**src/rtl/uart_cmd_pkg.sv**
```systemverilog
// Shared constants and types for the UART register command controller.
package uart_cmd_pkg;

  localparam int unsigned DATA_W = 8;
  localparam int unsigned REG_AW = 2;
  localparam int unsigned LED_W  = 4;

  localparam logic [DATA_W-1:0] CMD_WR  = 8'h57;
  localparam logic [DATA_W-1:0] CMD_RD  = 8'h52;
  localparam logic [DATA_W-1:0] RSP_OK  = 8'h4B;
  localparam logic [DATA_W-1:0] RSP_ERR = 8'h3F;

  localparam logic [REG_AW-1:0] REG_LED   = 2'd0;
  localparam logic [REG_AW-1:0] REG_USR1  = 2'd1;
  localparam logic [REG_AW-1:0] REG_USR2  = 2'd2;
  localparam logic [REG_AW-1:0] REG_RXCNT = 2'd3;

  typedef enum logic [2:0] {
    IDLE,
    GET_ADDR,
    GET_DATA,
    EXEC,
    RESP
  } state_e;

endpackage

```
**src/rtl/uart_cmd_regfile.sv**
```systemverilog
// 4x8 register file: three writable registers plus a free-running received-byte counter.
module uart_cmd_regfile
  import uart_cmd_pkg::*;
#(
  parameter logic [LED_W-1:0] LedResetVal = 4'h0
) (
  input  logic              i_clk,
  input  logic              i_rst_n,
  input  logic              i_wr_en,
  input  logic [REG_AW-1:0] i_wr_addr,
  input  logic [DATA_W-1:0] i_wr_data,
  input  logic              i_cnt_inc,
  input  logic [REG_AW-1:0] i_rd_addr,
  output logic [DATA_W-1:0] o_rd_data,
  output logic [LED_W-1:0]  o_led
);

  logic [DATA_W-1:0] reg0_q, reg0_d;
  logic [DATA_W-1:0] reg1_q, reg1_d;
  logic [DATA_W-1:0] reg2_q, reg2_d;
  logic [DATA_W-1:0] cnt_q,  cnt_d;

  // Next-state for writable registers and the wrapping byte counter.
  always_comb begin
    reg0_d = reg0_q;
    reg1_d = reg1_q;
    reg2_d = reg2_q;
    cnt_d  = cnt_q;
    if (i_wr_en) begin
      case (i_wr_addr)
        REG_LED:  reg0_d = i_wr_data;
        REG_USR1: reg1_d = i_wr_data;
        REG_USR2: reg2_d = i_wr_data;
        default:  ;
      endcase
    end
    if (i_cnt_inc) cnt_d = cnt_q + DATA_W'(1);
  end

  // Register storage.
  always_ff @(posedge i_clk or negedge i_rst_n) begin
    if (!i_rst_n) begin
      reg0_q <= {{(DATA_W-LED_W){1'b0}}, LedResetVal};
      reg1_q <= '0;
      reg2_q <= '0;
      cnt_q  <= '0;
    end else begin
      reg0_q <= reg0_d;
      reg1_q <= reg1_d;
      reg2_q <= reg2_d;
      cnt_q  <= cnt_d;
    end
  end

  // Read mux; the counter occupies the last address.
  always_comb begin
    case (i_rd_addr)
      REG_LED:  o_rd_data = reg0_q;
      REG_USR1: o_rd_data = reg1_q;
      REG_USR2: o_rd_data = reg2_q;
      default:  o_rd_data = cnt_q;
    endcase
  end

  assign o_led = reg0_q[LED_W-1:0];

endmodule

```
**src/rtl/uart_cmd_ctrl.sv**
```systemverilog
// Parses 'W'/'R' register frames from the UART receiver and returns a 1-byte response.
module uart_cmd_ctrl
  import uart_cmd_pkg::*;
#(
  parameter int unsigned      TimeoutCycles = 26_040,
  parameter logic [LED_W-1:0] LedResetVal   = 4'h0
) (
  input  logic              i_clk,
  input  logic              i_rst_n,
  input  logic              i_rx_valid,
  input  logic [DATA_W-1:0] i_rx_byte,
  output logic              o_tx_valid,
  output logic [DATA_W-1:0] o_tx_byte,
  input  logic              i_tx_ready,
  output logic [LED_W-1:0]  o_led,
  output logic              o_busy,
  output logic              o_timeout,
  output logic              o_overrun
);

  localparam int unsigned TMO_W = (TimeoutCycles > 1) ? $clog2(TimeoutCycles) : 1;
  localparam logic [TMO_W-1:0] TMO_LAST = TMO_W'(TimeoutCycles - 1);

  state_e            state_q, state_d;
  logic [DATA_W-1:0] cmd_q, cmd_d;
  logic [DATA_W-1:0] addr_q, addr_d;
  logic [DATA_W-1:0] data_q, data_d;
  logic [TMO_W-1:0]  tmo_cnt_q, tmo_cnt_d;
  logic              tx_valid_q, tx_valid_d;
  logic [DATA_W-1:0] tx_byte_q, tx_byte_d;
  logic              busy_q, busy_d;
  logic              timeout_q, timeout_d;
  logic              overrun_q, overrun_d;
  logic              wr_en_c;
  logic [DATA_W-1:0] rd_data_c;

  uart_cmd_regfile #(
    .LedResetVal(LedResetVal)
  ) u_regfile (
    .i_clk    (i_clk),
    .i_rst_n  (i_rst_n),
    .i_wr_en  (wr_en_c),
    .i_wr_addr(addr_q[REG_AW-1:0]),
    .i_wr_data(data_q),
    .i_cnt_inc(i_rx_valid),
    .i_rd_addr(addr_q[REG_AW-1:0]),
    .o_rd_data(rd_data_c),
    .o_led    (o_led)
  );

  // Frame parsing, inter-byte timeout, execution and response handshake.
  always_comb begin
    state_d    = state_q;
    cmd_d      = cmd_q;
    addr_d     = addr_q;
    data_d     = data_q;
    tmo_cnt_d  = '0;
    tx_valid_d = tx_valid_q;
    tx_byte_d  = tx_byte_q;
    timeout_d  = 1'b0;
    overrun_d  = 1'b0;
    wr_en_c    = 1'b0;

    case (state_q)
      IDLE: begin
        if (i_rx_valid) begin
          cmd_d = i_rx_byte;
          // Unknown commands skip straight to EXEC so they are answered with '?'.
          if (i_rx_byte == CMD_WR || i_rx_byte == CMD_RD) state_d = GET_ADDR;
          else                                            state_d = EXEC;
        end
      end
      GET_ADDR: begin
        if (i_rx_valid) begin
          addr_d  = i_rx_byte;
          state_d = (cmd_q == CMD_WR) ? GET_DATA : EXEC;
        end else if (tmo_cnt_q == TMO_LAST) begin
          state_d   = IDLE;
          timeout_d = 1'b1;
        end else begin
          tmo_cnt_d = tmo_cnt_q + TMO_W'(1);
        end
      end
      GET_DATA: begin
        if (i_rx_valid) begin
          data_d  = i_rx_byte;
          state_d = EXEC;
        end else if (tmo_cnt_q == TMO_LAST) begin
          state_d   = IDLE;
          timeout_d = 1'b1;
        end else begin
          tmo_cnt_d = tmo_cnt_q + TMO_W'(1);
        end
      end
      EXEC: begin
        overrun_d  = i_rx_valid;
        tx_valid_d = 1'b1;
        state_d    = RESP;
        tx_byte_d  = RSP_ERR;
        if (cmd_q == CMD_WR) begin
          // The counter register is read-only; only 0..2 accept writes.
          if (addr_q <= DATA_W'(REG_USR2)) begin
            wr_en_c   = 1'b1;
            tx_byte_d = RSP_OK;
          end
        end else if (cmd_q == CMD_RD) begin
          if (addr_q <= DATA_W'(REG_RXCNT)) tx_byte_d = rd_data_c;
        end
      end
      RESP: begin
        overrun_d = i_rx_valid;
        if (tx_valid_q && i_tx_ready) begin
          tx_valid_d = 1'b0;
          state_d    = IDLE;
        end
      end
      default: state_d = IDLE;
    endcase

    busy_d = (state_d != IDLE);
  end

  // State and output registers.
  always_ff @(posedge i_clk or negedge i_rst_n) begin
    if (!i_rst_n) begin
      state_q    <= IDLE;
      cmd_q      <= '0;
      addr_q     <= '0;
      data_q     <= '0;
      tmo_cnt_q  <= '0;
      tx_valid_q <= 1'b0;
      tx_byte_q  <= '0;
      busy_q     <= 1'b0;
      timeout_q  <= 1'b0;
      overrun_q  <= 1'b0;
    end else begin
      state_q    <= state_d;
      cmd_q      <= cmd_d;
      addr_q     <= addr_d;
      data_q     <= data_d;
      tmo_cnt_q  <= tmo_cnt_d;
      tx_valid_q <= tx_valid_d;
      tx_byte_q  <= tx_byte_d;
      busy_q     <= busy_d;
      timeout_q  <= timeout_d;
      overrun_q  <= overrun_d;
    end
  end

  assign o_tx_valid = tx_valid_q;
  assign o_tx_byte  = tx_byte_q;
  assign o_busy     = busy_q;
  assign o_timeout  = timeout_q;
  assign o_overrun  = overrun_q;

endmodule

```
**config.mk**
```make
export PLATFORM = sky130hd
export DESIGN_NAME = uart_cmd_ctrl
export DESIGN_NICKNAME = d
export VERILOG_FILES = /design/src/rtl/uart_cmd_pkg.sv /design/src/rtl/uart_cmd_regfile.sv /design/src/rtl/uart_cmd_ctrl.sv
export SDC_FILE = /design/constraint.sdc
export NUM_CORES = 1
export LEC_CHECK = 0
export BUFFER_PORTS_ARGS = -buffer_cell sky130_fd_sc_hd__buf_2
export CAP_MARGIN = 10
export CORE_MARGIN = 8
export CORE_UTILIZATION = 40
export DETAILED_ROUTE_END_ITERATION = 10
export PLACE_DENSITY = 0.71
export SYNTH_ARGS = -nofsm -noshare
export SYNTH_HDL_FRONTEND = slang
export SYNTH_SLANG_ARGS = --single-unit
```
**constraint.sdc**
```tcl
create_clock -name i_clk -period 2 [get_ports i_clk]
set_input_delay 0.2 -clock i_clk [delete_from_list [all_inputs] [get_ports i_clk]]
set_output_delay 0.2 -clock i_clk [all_outputs]
set_load 0.01 [all_outputs]
```
Word-level counts from Yosys, hierarchy flattened
Index checks and enable logic that the tools add are counted. Widths: inputs -> output; s select.

Logic and storage cells: 70. Register bits after elaboration: 86. Bits of input ports: 12. Output and inout port bits: 16.

Muxes and demuxes: 25. Add/subtract/negate cells: 2. Equal/unequal tests: 12. Reduce and logical (&&, ||, !) cells: 15. $lt $le $gt $ge: 2.

Operators with widths (count): $mux 15 (3); $eq 8x7->1 const B (4); $mux 8 (3); $pmux 8 s3 (1); $le 8x2->1 const B (2); $add 15x1->15 const B (1); $eq 15x15->1 const B (1); $mux 3 (5); $pmux 3 s5 (1); $reduce_and 2->1 (7); $mux 1 (9); $add 8x1->8 const B (1); $mux 7 (1); $eq 3x2->1 const B (2); $reduce_or 2->1 (2); $eq 3x1->1 const B (1); $eq 3x3->1 const B (1); $logic_not 3->1 (1); $reduce_bool 3->1 (1); $eq 2x1->1 const B (1); $eq 2x2->1 const B (1); $logic_not 2->1 (1); $mux 2 (1); $ne 2x2->1 const B (1); 4 further kinds (4).

Depth between registers and ports, before layout
Gate-level depths: netlist (run 1).

Word-level depth: 6. Gate-level depth with buffers: 6.

Hierarchy
Synthesis (run 1) repeated with hierarchy kept, for this count alone.

Cell total of the unflattened synthesis: 304. Area, all modules: 3926.3 µm².

Modules (own cells, without submodules): uart_cmd_ctrl (cells each 213, times used 1, area an instance 2464.9 µm²); uart_cmd_regfile (cells each 91, times used 1, area an instance 1461.4 µm²).

Worst setup path before layout (run 1)
OpenSTA, ideal clock, no wires.

Path type: register to register. Start: register addr_q[2]. End: register u_regfile.reg2_q[0]. Arrival: 1856 ps. Library setup time: 127 ps. Data required time: 1873 ps. Cell stages (with the launch flop): 6. Setup slack: 17 ps. Path through: dfrtp_1 > or4_1 > nor4_4 > and4bb_1 > buf_4 > mux2_1.

Cells in the longest elaborated chain, start to end: 5.

Ends and longest elaborated chain: start, declared (line uart_cmd_ctrl.sv:26) `logic [DATA_W-1:0] addr_q, addr_d;`; start signal, assigned (line uart_cmd_ctrl.sv:139) `addr_q <= addr_d;`; $le 8x2->1 (line uart_cmd_ctrl.sv:102) `if (addr_q <= DATA_W'(REG_USR2)) begin`; $mux 1 (line uart_cmd_ctrl.sv:102); $mux 1 (line uart_cmd_ctrl.sv:100) `if (cmd_q == CMD_WR) begin`; $mux 1 (line uart_cmd_ctrl.sv:64) `case (state_q)`; $reduce_and 2->1 (no source line); end signal, assigned (line uart_cmd_regfile.sv:50) `reg2_q <= reg2_d;`; end, declared (line uart_cmd_regfile.sv:20) `logic [DATA_W-1:0] reg2_q, reg2_d;`.

Every way passes these cells. A chain may end at the register's enable or synchronous reset.

Worst setup path in the final report (run 1)
Start: register addr_q[7]. End: register u_regfile.reg2_q[5].

Same word-level chain as after synthesis.

==> results of run 1 <==
==> logic make-up (layout without fill, tap and decap cells) <==
logic type / Yosys count / after routing / share of synthesized area [%]
adders and majority gates: 2 / 2 / 0.6453
xor gates and xnor gates: 21 / 21 / 4.743
and+or+nand+nor: 93 / 93 / 13.52
AOI/OAI and AO/OA: 24 / 24 / 4.453
DFF: 86 / 86 / 55.50
buffers and inverters: 20 / 65 / 2.549
muxes: 56 / 56 / 18.59
==> sequential cells by signal, indices dropped and copies added, names as in the netlist, 3 cells and up <==
register	flops
u_regfile.reg0_q	8
cmd_q	8
tmo_cnt_q	15
u_regfile.reg2_q	8
data_q	8
u_regfile.reg1_q	8
u_regfile.cnt_q	8
addr_q	8
state_q	3
o_tx_byte	8
==> worst max-delay path by stage <==
stage                                       to  slack, ps
5_1_grt        u_regfile.reg1_q[4]$_DFFE_PN0P_       -100
3_5_place_dp   u_regfile.reg0_q[3]$_DFFE_PN0P_       -130
4_1_cts        u_regfile.reg2_q[4]$_DFFE_PN0P_        -40
2_1_floorplan  u_regfile.reg2_q[0]$_DFFE_PN0P_         20
6_report       u_regfile.reg2_q[5]$_DFFE_PN0P_        -40
3_3_place_gp   u_regfile.reg0_q[7]$_DFFE_PN0P_        -60
==> power by group <==
group          internal (mW)  switching, mW
Combinational          0.685          0.588
Sequential              2.12          0.424
Clock                  0.478          0.604
==> stage by stage <==
step | total power [mW] | std cells | hold WS (ps) | utilization (%)
floorplan | 3.362 | 302 | -95.59 | -
global placement | 3.780 | 462 | 205.6 | 44.05
detailed placement | 3.842 | 462 | 218.4 | 44.05
CTS | 4.945 | 478 | 114.3 | 46.07
global route | 5.222 | 480 | 116.0 | 46.70
finish | 4.900 | 480 | 128.9 | 46.70
==> cell usage in the layout (no fill, tap or decap), types with 2 or more instances in the layout <==
master	instances
buf_6	3
nor4_1	3
mux4_2	8
nand3b_1	2
buf_4	14
clkinv_2	2
o22a_1	3
xnor2_1	16
nand4_1	8
nand2_1	16
inv_1	5
clkinvlp_4	2
and4_1	2
nand2b_1	5
mux2_1	8
buf_2	26
ha_1	2
nor3_1	3
nor2b_1	4
nor2_1	26
mux2_2	32
nand3_1	8
and3_1	4
o2bb2ai_1	3
a21oi_1	8
dfrtp_1	86
xor2_1	5
a21o_1	2
mux2_4	8
clkbuf_8	10
==> routing by layer <==
| layer | GRT usage, % | vias to the layer above | routed length, um |
|---|---|---|---|
| li1 | - | 1166 | - |
| met1 | 15.49 | 1243 | 3485 |
| met2 | 20.46 | 43 | 3766 |
| met3 | 4.167 | 13 | 411 |
| met4 | 5.945 | 0 | 159 |
| met5 | 0 | - | 0 |
==> what timing repair did <==
| item | CTS | global route |
|---|---|---|
| hold buffers | 1 | 0 |
| setup buffers | 0 | 2 |
| pin swaps | 1 | 2 |
| gates resized for setup | 2 | 13 |
| hold endpoints to repair | 39 | 0 |
| endpoints found under the setup margin | 24 | 24 |
==> area by class of cell <==
cell class | instances | share of cell area [%]
multi-input cells | 196 | 37.34
repair buffers | 45 | 6.674
inverters | 5 | 0.4189
clock inverters | 5 | 0.7540
flip-flops and latches | 86 | 48.03
clock buffers | 10 | 3.072
well taps | 133 | 3.714
==> impl_metrics.py, run 1 <==
metrics = {
    "cells_and_area": {
        "fill_cells": 865,
        "n_antenna_cell": 0,
        "drive_gt1_share_pct": 32.56,
        "final_net_count": 357,
        "multiInputGateArea_um2": 1673,
        "finalInstanceArea_um2": 4481,
        "regArea_um2": 2152,
        "area_delta_synth_final_pct": 15.55,
    },
    "power_and_ir_drop": {
        "p_leak_nw": 1.992,
        "max-vdd-ir-drop_v": 0.0004114,
        "p_per_area_nw_per_um2": 1094,
    },
    "global_routing": {
        "antenna_found_initial": 0,
        "gr-total-overflow": 0,
        "grt_max_degree": 43,
        "grt_pass1_wl_um": 13070,
        "grt.total_usage_pct": 12.86,
        "first_global_vias": 2527,
    },
    "timing": {
        "finalSetupViolCount": 20,
        "slew-limit-headroom_pct": 56.80,
        "skew_ps": 17.57,
        "worst_slack_ps": -39.55,
        "rsz0062_at_grt": "true",
        "finalHoldViolCount": 0,
        "worstMarginPinSlew_ps": 648.0,
        "tns_ps": -331.0,
        "slew_viol_final": 0,
        "period_share_pct": 102.0,
        "finalCriticalPeriod_ps": 2040,
        "fmax_mhz": 490.3,
    },
    "detailed_routing": {
        "firstDrtPassIters": 4,
        "drc": 0,
        "routedWlPerCell_um": 16.30,
        "drtIter0Drc": 160,
        "num_vias": 2465,
        "antenna_left": 0,
        "wl_um": 7822,
        "via_per_inst": 5.135,
    },
    "logic_synthesis": {
        "synth.net_count": 316,
        "netlist_area_um2": 3877,
        "yosys-top-cells-count": "dfrtp_1 (86), mux2_2 (32), nor2_1 (26)",
        "synthesis.instances": 302,
        "avgSynthCellArea_um2": 12.84,
        "synthDominantCellAreaShare_pct": 55.50,
        "synth.distinct_cells": 47,
        "synth_edf_count": 0,
        "ys_async_sr_fraction_pct": 100.0,
        "ys.warnings.count": 0,
        "ys_seq_elements": 86,
        "ys.flop_type": "dfrtp_1",
        "synth_area_leader_cell": "dfrtp_1",
        "ys_seq_area_share_pct": 55.50,
        "synth_most_common_cell": "dfrtp_1",
        "synth_area_leaders": "dfrtp_1 (56%), mux2_2 (9.3%), mux2_1 (4.6%)",
    },
    "clock_tree": {
        "clockBufferDepth": 2,
        "clock-sinks": 86,
        "cts-root-buf": "clkbuf_8",
        "cts_tree": "built",
        "numCtsBuffers": 9,
        "insertion_delay_ps": 360,
        "cts.reportedPaths.clkPinSlew_ps": 80,
        "htreeDepth": 3,
    },
    "status": {
        "status": "finished, violations left",
        "violations": "setup timing",
    },
    "critical_path": {
        "critPathBufInv": 1,
        "start_kind": "register",
        "critical_path_class": "register to register",
        "worstPathCellList": "or4_4 > nor4_4 > and4bb_2 > buf_6 > mux2_4",
        "cp_data_arrival_time_ps": 2280,
        "path_max_fanout": 5,
        "worst_ep_required_time_ps": 2240,
        "critPathLaunch": "addr_q[7]$_DFFE_PN0P_",
        "slowest_stage": "or4_4",
        "path_delay_family": "simple AND/OR/NAND/NOR gates",
        "worstReg2RegEnd": "u_regfile.reg2_q[5]$_DFFE_PN0P_",
        "reg2reg_depth": 5,
        "cp-end-kind": "register",
        "slowest_delay_ps": 540,
        "r2r-start": "addr_q[7]$_DFFE_PN0P_",
        "regToRegSetupSlack_ps": -40,
        "cp_num_cells": 5,
    },
    "die": {
        "die_h_um": 114.5,
        "rows": 36,
        "core_area_um2": 9594,
        "die_area_um2": 13100,
        "io-pin-count": 28,
        "initial_utilization_pct": 40.41,
        "die_w_um": 114.5,
    },
    "place": {
        "numPortBuffers": 27,
        "dpl_cell_area_um2": 4227,
        "place_congestion": 0.7981,
        "dp_hpwl_um": 5767,
        "dp_slack_ps": -128.9,
    },
    "min_path": {
        "hold_class": "primary input to register",
        "hold_path_end": "data_q[4]$_DFFE_PN0P_",
        "min_from": "i_rx_byte[4]",
        "hold_depth": 2,
    },
    "flow_run": {
        "drv_cap": 0,
    },
}
(Power assumes the default switching activity.)
==> run 2: changes to the inputs <==
- ABC_AREA: unset -> 1
==> impl_metrics.py, run 2 <==
metrics = {
    "logic_synthesis": {
        "ys.flop_type": "dfrtp_1",
        "synthDominantCellAreaShare_pct": 53.53,
        "yosys-top-cells-count": "nand2_1 (179), dfrtp_1 (86), nor2_1 (56), inv_1 (40), nand3_1 (21)",
        "synth_edf_count": 0,
        "synth_area_leaders": "dfrtp_1 (54%), nand2_1 (17%), nor2_1 (5.2%)",
        "netlist_area_um2": 4020,
        "ys.warnings.count": 0,
        "ys_seq_area_share_pct": 53.53,
        "ys_seq_elements": 86,
        "ys_async_sr_fraction_pct": 100.0,
        "synth.net_count": 506,
        "avgSynthCellArea_um2": 8.171,
        "synth_area_leader_cell": "dfrtp_1",
        "synth.distinct_cells": 32,
        "synthesis.instances": 492,
        "synth_most_common_cell": "nand2_1",
    },
    "critical_path": {
        "cp-end-kind": "register",
        "start_kind": "register",
        "path_max_fanout": 9,
        "regToRegSetupSlack_ps": 260,
        "worstReg2RegEnd": "u_regfile.reg0_q[7]$_DFFE_PN0P_",
        "worst_ep_required_time_ps": 2260,
        "critPathLaunch": "addr_q[1]$_DFFE_PN0P_",
        "endpoint": "u_regfile.reg0_q[7]$_DFFE_PN0P_",
        "cp_data_arrival_time_ps": 2000,
        "r2r-start": "addr_q[1]$_DFFE_PN0P_",
        "reg2reg_depth": 6,
        "critical_path_class": "register to register",
    },
    "die": {
        "core_area_um2": 9774,
        "io-pin-count": 28,
        "rows": 36,
        "die_area_um2": 13510,
        "initial_utilization_pct": 41.13,
        "die_h_um": 116.3,
        "die_w_um": 116.3,
    },
    "detailed_routing": {
        "antenna_left": 0,
        "drtIter0Drc": 309,
        "num_vias": 3193,
        "via_per_inst": 4.845,
        "routedWlPerCell_um": 13.10,
        "firstDrtPassIters": 5,
        "wl_um": 8634,
        "drc": 0,
    },
    "timing": {
        "rsz0062_at_grt": "false",
        "finalSetupViolCount": 0,
        "skew_ps": 10.79,
        "hold_slack_ps": 95.90,
        "tns_ps": 0,
        "worstMarginPinSlew_ps": 644.9,
        "worst_slack_ps": 255.4,
        "finalHoldViolCount": 0,
        "period_share_pct": 87.23,
        "slew_viol_final": 0,
        "fmax_mhz": 573.2,
        "slew-limit-headroom_pct": 56.85,
        "finalCriticalPeriod_ps": 1745,
    },
    "cells_and_area": {
        "final_util_pct": 46.31,
        "final_net_count": 536,
        "mostFrequentLayoutCells": "nand2_1 (179), dfrtp_1 (86), nor2_1 (56)",
        "n_antenna_cell": 0,
        "largest_register": "tmo_cnt_q",
        "drive_gt1_share_pct": 12.55,
        "area_delta_synth_final_pct": 12.60,
        "finalInstanceArea_um2": 4527,
        "layout_commonest_cell": "nand2_1",
        "largest_register_ffs": 15,
    },
    "place": {
        "dpl_cell_area_um2": 4280,
        "dp_slack_ps": 293.4,
        "dp_hpwl_um": 6417,
        "place_congestion": 0.8450,
        "numPortBuffers": 27,
    },
    "power_and_ir_drop": {
        "p_clk_share_pct": 27.9,
        "seq_power_share_pct": 47.7,
        "p_sw_share_pct": 34.82,
        "p_leak_nw": 2.316,
        "power_frac_comb_pct": 24.4,
        "max-vdd-ir-drop_v": 0.0004898,
        "p_per_area_nw_per_um2": 1156,
        "p_sw_mw": 1.822,
        "internal-power_mw": 3.412,
    },
    "global_routing": {
        "first_global_vias": 3022,
        "antenna_found_initial": 0,
        "grt_max_degree": 49,
        "grt_pass1_wl_um": 14570,
        "grt.total_usage_pct": 13.82,
        "gr-total-overflow": 0,
    },
    "clock_tree": {
        "numCtsBuffers": 9,
        "insertion_delay_ps": 360,
        "cts.reportedPaths.clkPinSlew_ps": 90,
        "cts-root-buf": "clkbuf_8",
        "htreeDepth": 3,
        "cts_resized": 0,
        "clockBufferDepth": 2,
        "clock-sinks": 86,
        "cts_tree": "built",
    },
    "min_path": {
        "hold_class": "primary input to register",
    },
    "flow_run": {
        "drv_cap": 0,
    },
    "status": {
        "status": "finished, final reports clean",
    },
}
run 2: cell types whose count changed in the layout (fill, tap and decap cells not counted), sizes merged, moves of 5 or more:
cell,before,now
a21oi,8,20
a31oi,0,5
buf,44,28
inv,6,48
mux2,48,0
mux4,8,0
nand2,16,181
nand2b,5,0
nand3,8,21
nor2,26,66
nor3,4,10
o21ai,1,20
xnor2,16,3
run 2: power groups by stage:
stage               sequential (mW)  clock [mW]  combinational [mW]
floorplan                      2.43           0               0.971
global placement               2.50           0                1.25
detailed placement             2.52           0                1.28
CTS                            2.49        1.49                1.30
global route                   2.55        1.56                1.48
finish                         2.50        1.46                1.28
run 2: area by class of cell:
| type | instances | area, um2 |
|---|---|---|
| Fill cell | 950 | 5248 |
| Timing Repair Buffer | 29 | 167.7 |
| Sequential cell | 86 | 2152 |
| Clock buffer | 11 | 141.4 |
| Inverter | 49 | 192.7 |
| Tap cell | 133 | 166.4 |
| Multi-Input combinational cell | 347 | 1612 |
| Clock inverter | 4 | 95.09 |
run 2: worst min-delay path by stage:
stage	start	end	depth (start not counted)
after CTS	i_tx_ready	o_tx_valid$_DFFE_PN0P_	4
after detailed placement	i_rst_n	tmo_cnt_q[11]$_DFF_PN0_	1
after floorplan	i_rst_n	addr_q[0]$_DFFE_PN0P_	0
after global placement	i_rst_n	tmo_cnt_q[11]$_DFF_PN0_	1
after global routing	i_rx_byte[6]	data_q[6]$_DFFE_PN0P_	3
final	i_tx_ready	o_tx_valid$_DFFE_PN0P_	4
run 2: kinds of logic (layout without fill, tap and decap cells):
| group | Yosys count | in the layout | share of synthesized area (%) |
|---|---|---|---|
| adder cells (fa/ha/maj) | 2 | 2 | 0.6224 |
| XOR/XNOR | 9 | 9 | 1.961 |
| AND/OR/NAND/NOR | 290 | 290 | 31.56 |
| AO/OA/AOI/OAI | 46 | 46 | 5.945 |
| buffers and inverters | 59 | 93 | 6.380 |
| flip-flops | 86 | 86 | 53.53 |
run 2: per-stage QoR:
stage	std cells	power (mW)
after global routing	659	5.594
after global placement	643	3.754
after floorplan	492	3.404
after detailed placement	643	3.803
final	659	5.234
after CTS	659	5.271
run 2: critical path: stages, from the launching register on:
cell and delay [ps]:
dfrtp_1 460, nor2_1 530, inv_1 240, nor2_8 230, inv_4 80, nand2_1 60, nand2_1 50
run 2: routing by layer:
layer	vias up	track usage (%)	share of wire [%]	wire length [um]
met5	-	0	0	0
met4	0	6.050	1.9	166
met3	14	2.844	4.6	399
met2	79	21.03	44	3814
met1	1499	18.62	49	4255
li1	1601	-	-	-
run 2: repair_timing:
action	4_1_cts	5_1_grt
hold endpoints to repair	38	0
setup buffers	0	0
hold buffers	1	0
==> run 3: changes to the inputs <==
- clock period: 2 -> 1.4 ns (I/O delays scaled with it)
==> impl_metrics.py, run 3 (same netlist as run 2, synthesis figures left out) <==
metrics = {
    "cells_and_area": {
        "mostFrequentLayoutCells": "nand2_1 (158), dfrtp_1 (85), nor2_1 (45)",
        "final_net_count": 586,
        "largest_register_ffs": 15,
        "layout_commonest_cell": "nand2_1",
        "fill_cells": 885,
        "largest_register": "tmo_cnt_q",
        "drive_gt1_share_pct": 29.12,
        "area_delta_synth_final_pct": 28.23,
        "n_antenna_cell": 0,
        "final_util_pct": 52.74,
        "instances_no_fill": 710,
    },
    "timing": {
        "tns_ps": -2783,
        "rsz0062_at_grt": "true",
        "finalCriticalPeriod_ps": 1494,
        "fmax_mhz": 669.3,
        "slew_viol_final": 0,
        "finalHoldViolCount": 0,
        "finalSetupViolCount": 46,
        "worstMarginPinSlew_ps": 473.4,
        "period_share_pct": 106.7,
        "slew-limit-headroom_pct": 68.44,
        "skew_ps": 11.32,
        "worst_slack_ps": -94.09,
    },
    "detailed_routing": {
        "num_vias": 3445,
        "routedWlPerCell_um": 13.16,
        "firstDrtPassIters": 5,
        "drtIter0Drc": 209,
        "antenna_left": 0,
        "drc": 0,
        "via_per_inst": 4.852,
        "wl_um": 9347,
    },
    "critical_path": {
        "path_max_fanout": 5,
        "worstPathCellList": "ha_4 > nand2_4 > nor3_2 > nand4_1 > nand2_4 > buf_4 > nor3_2",
        "reg2reg_depth": 7,
        "start_kind": "register",
        "slowest_delay_ps": 410,
        "worstReg2RegEnd": "tmo_cnt_q[5]$_DFF_PN0_",
        "worst_ep_required_time_ps": 1630,
        "r2r-start": "tmo_cnt_q[1]$_DFF_PN0_",
        "slowest_stage": "dfrtp_1",
        "cp_data_arrival_time_ps": 1730,
        "cp-end-kind": "register",
        "critical_path_class": "register to register",
        "regToRegSetupSlack_ps": -90,
    },
    "place": {
        "place_congestion": 0.8740,
        "dp_slack_ps": -138.6,
        "dpl.cell_count": 673,
        "dp_hpwl_um": 6403,
        "numPortBuffers": 27,
    },
    "status": {
        "status": "finished, violations left",
        "violations": "setup timing",
    },
    "die": {
        "rows": 36,
        "die_w_um": 116.3,
        "io-pin-count": 28,
        "core_area_um2": 9774,
        "initial_utilization_pct": 41.13,
        "die_h_um": 116.3,
        "die_area_um2": 13510,
    },
    "clock_tree": {
        "clockBufferDepth": 2,
        "cts.reportedPaths.clkPinSlew_ps": 80,
        "cts_tree": "built",
        "insertion_delay_ps": 350,
        "cts-root-buf": "clkbuf_8",
        "clock-sinks": 86,
        "htreeDepth": 3,
        "numCtsBuffers": 9,
    },
    "power_and_ir_drop": {
        "power_mw": 7.941,
        "p_per_area_nw_per_um2": 1540,
        "max-vdd-ir-drop_v": 0.0007780,
        "p_leak_nw": 2.576,
    },
    "global_routing": {
        "first_global_vias": 3221,
        "grt_max_degree": 87,
        "gr-total-overflow": 0,
        "grt_pass1_wl_um": 15140,
        "antenna_found_initial": 0,
        "grt.total_usage_pct": 14.16,
    },
    "min_path": {
        "hold_class": "primary input to register",
        "hold_path_end": "o_tx_valid$_DFFE_PN0P_",
        "min_from": "i_tx_ready",
        "hold_depth": 4,
    },
    "flow_run": {
        "drv_cap": 0,
    },
}
[run 3: worst max-delay path by stage]
stage,startpoint,to,slack (ps)
6_report,tmo_cnt_q[1]$_DFF_PN0_,tmo_cnt_q[5]$_DFF_PN0_,-90
5_1_grt,cmd_q[3]$_DFFE_PN0P_,u_regfile.reg1_q[6]$_DFFE_PN0P_,-180
4_1_cts,cmd_q[5]$_DFFE_PN0P_,u_regfile.reg2_q[6]$_DFFE_PN0P_,-50
3_5_place_dp,cmd_q[5]$_DFFE_PN0P_,u_regfile.reg2_q[6]$_DFFE_PN0P_,-140
3_3_place_gp,cmd_q[7]$_DFFE_PN0P_,u_regfile.reg2_q[0]$_DFFE_PN0P_,-90
2_1_floorplan,addr_q[2]$_DFFE_PN0P_,u_regfile.reg2_q[2]$_DFFE_PN0P_,-20
[run 3: power by group]
group / total, mW / internal (mW) / switching, mW
clock: 1.80 / 0.922 / 0.878
sequential: 3.59 / 3.04 / 0.550
combinational: 2.55 / 1.06 / 1.49
total: 7.94 / 5.03 / 2.91
[run 3: area by class of cell]
class	instances	area (um2)	area share [%]
multi-input cells	351	1862	36.12
clock inverters	5	57.56	1.117
repair buffers	75	560.5	10.87
clock buffers	11	151.4	2.937
well taps	133	166.4	3.228
inverters	49	203.9	3.956
flip-flops and latches	86	2153	41.77
[run 3: critical path, delay by kind of cell, from the launching register on]
| kind | cells | cell delay (ps) |
|---|---|---|
| buf+inv | 1 | 130 |
| simple gates | 5 | 680 |
| flops | 1 | 410 |
| fa+ha+maj | 1 | 170 |
[run 3: per-layer routing]
layer | share of wire, % | vias to the layer above | GRT usage (%) | routed length, um
li1 | - | 1709 | - | -
met1 | 46 | 1626 | 18.55 | 4280
met2 | 46 | 93 | 22.61 | 4340
met3 | 5.5 | 17 | 2.689 | 517
met4 | 2.2 | 0 | 5.618 | 209
met5 | 0 | - | 0 | 0
[run 3: through the flow]
step | hold slack, ps | cell area (um2)
floorplan | -155.6 | 4026
finish | 36.08 | 5155
global placement | 206.6 | 4524
CTS | 24.73 | 4898
global route | 80.20 | 5155
detailed placement | 211.0 | 4524
[run 3: what timing repair did]
action / CTS / global route
buffers inserted: 3 / 13
hold buffers: 1 / 0
cloned: 4 / 0
endpoints found under the setup margin: 34 / 59
pin swaps: 4 / 14
endpoints found under the hold margin: 86 / 0
gates resized for setup: 21 / 49
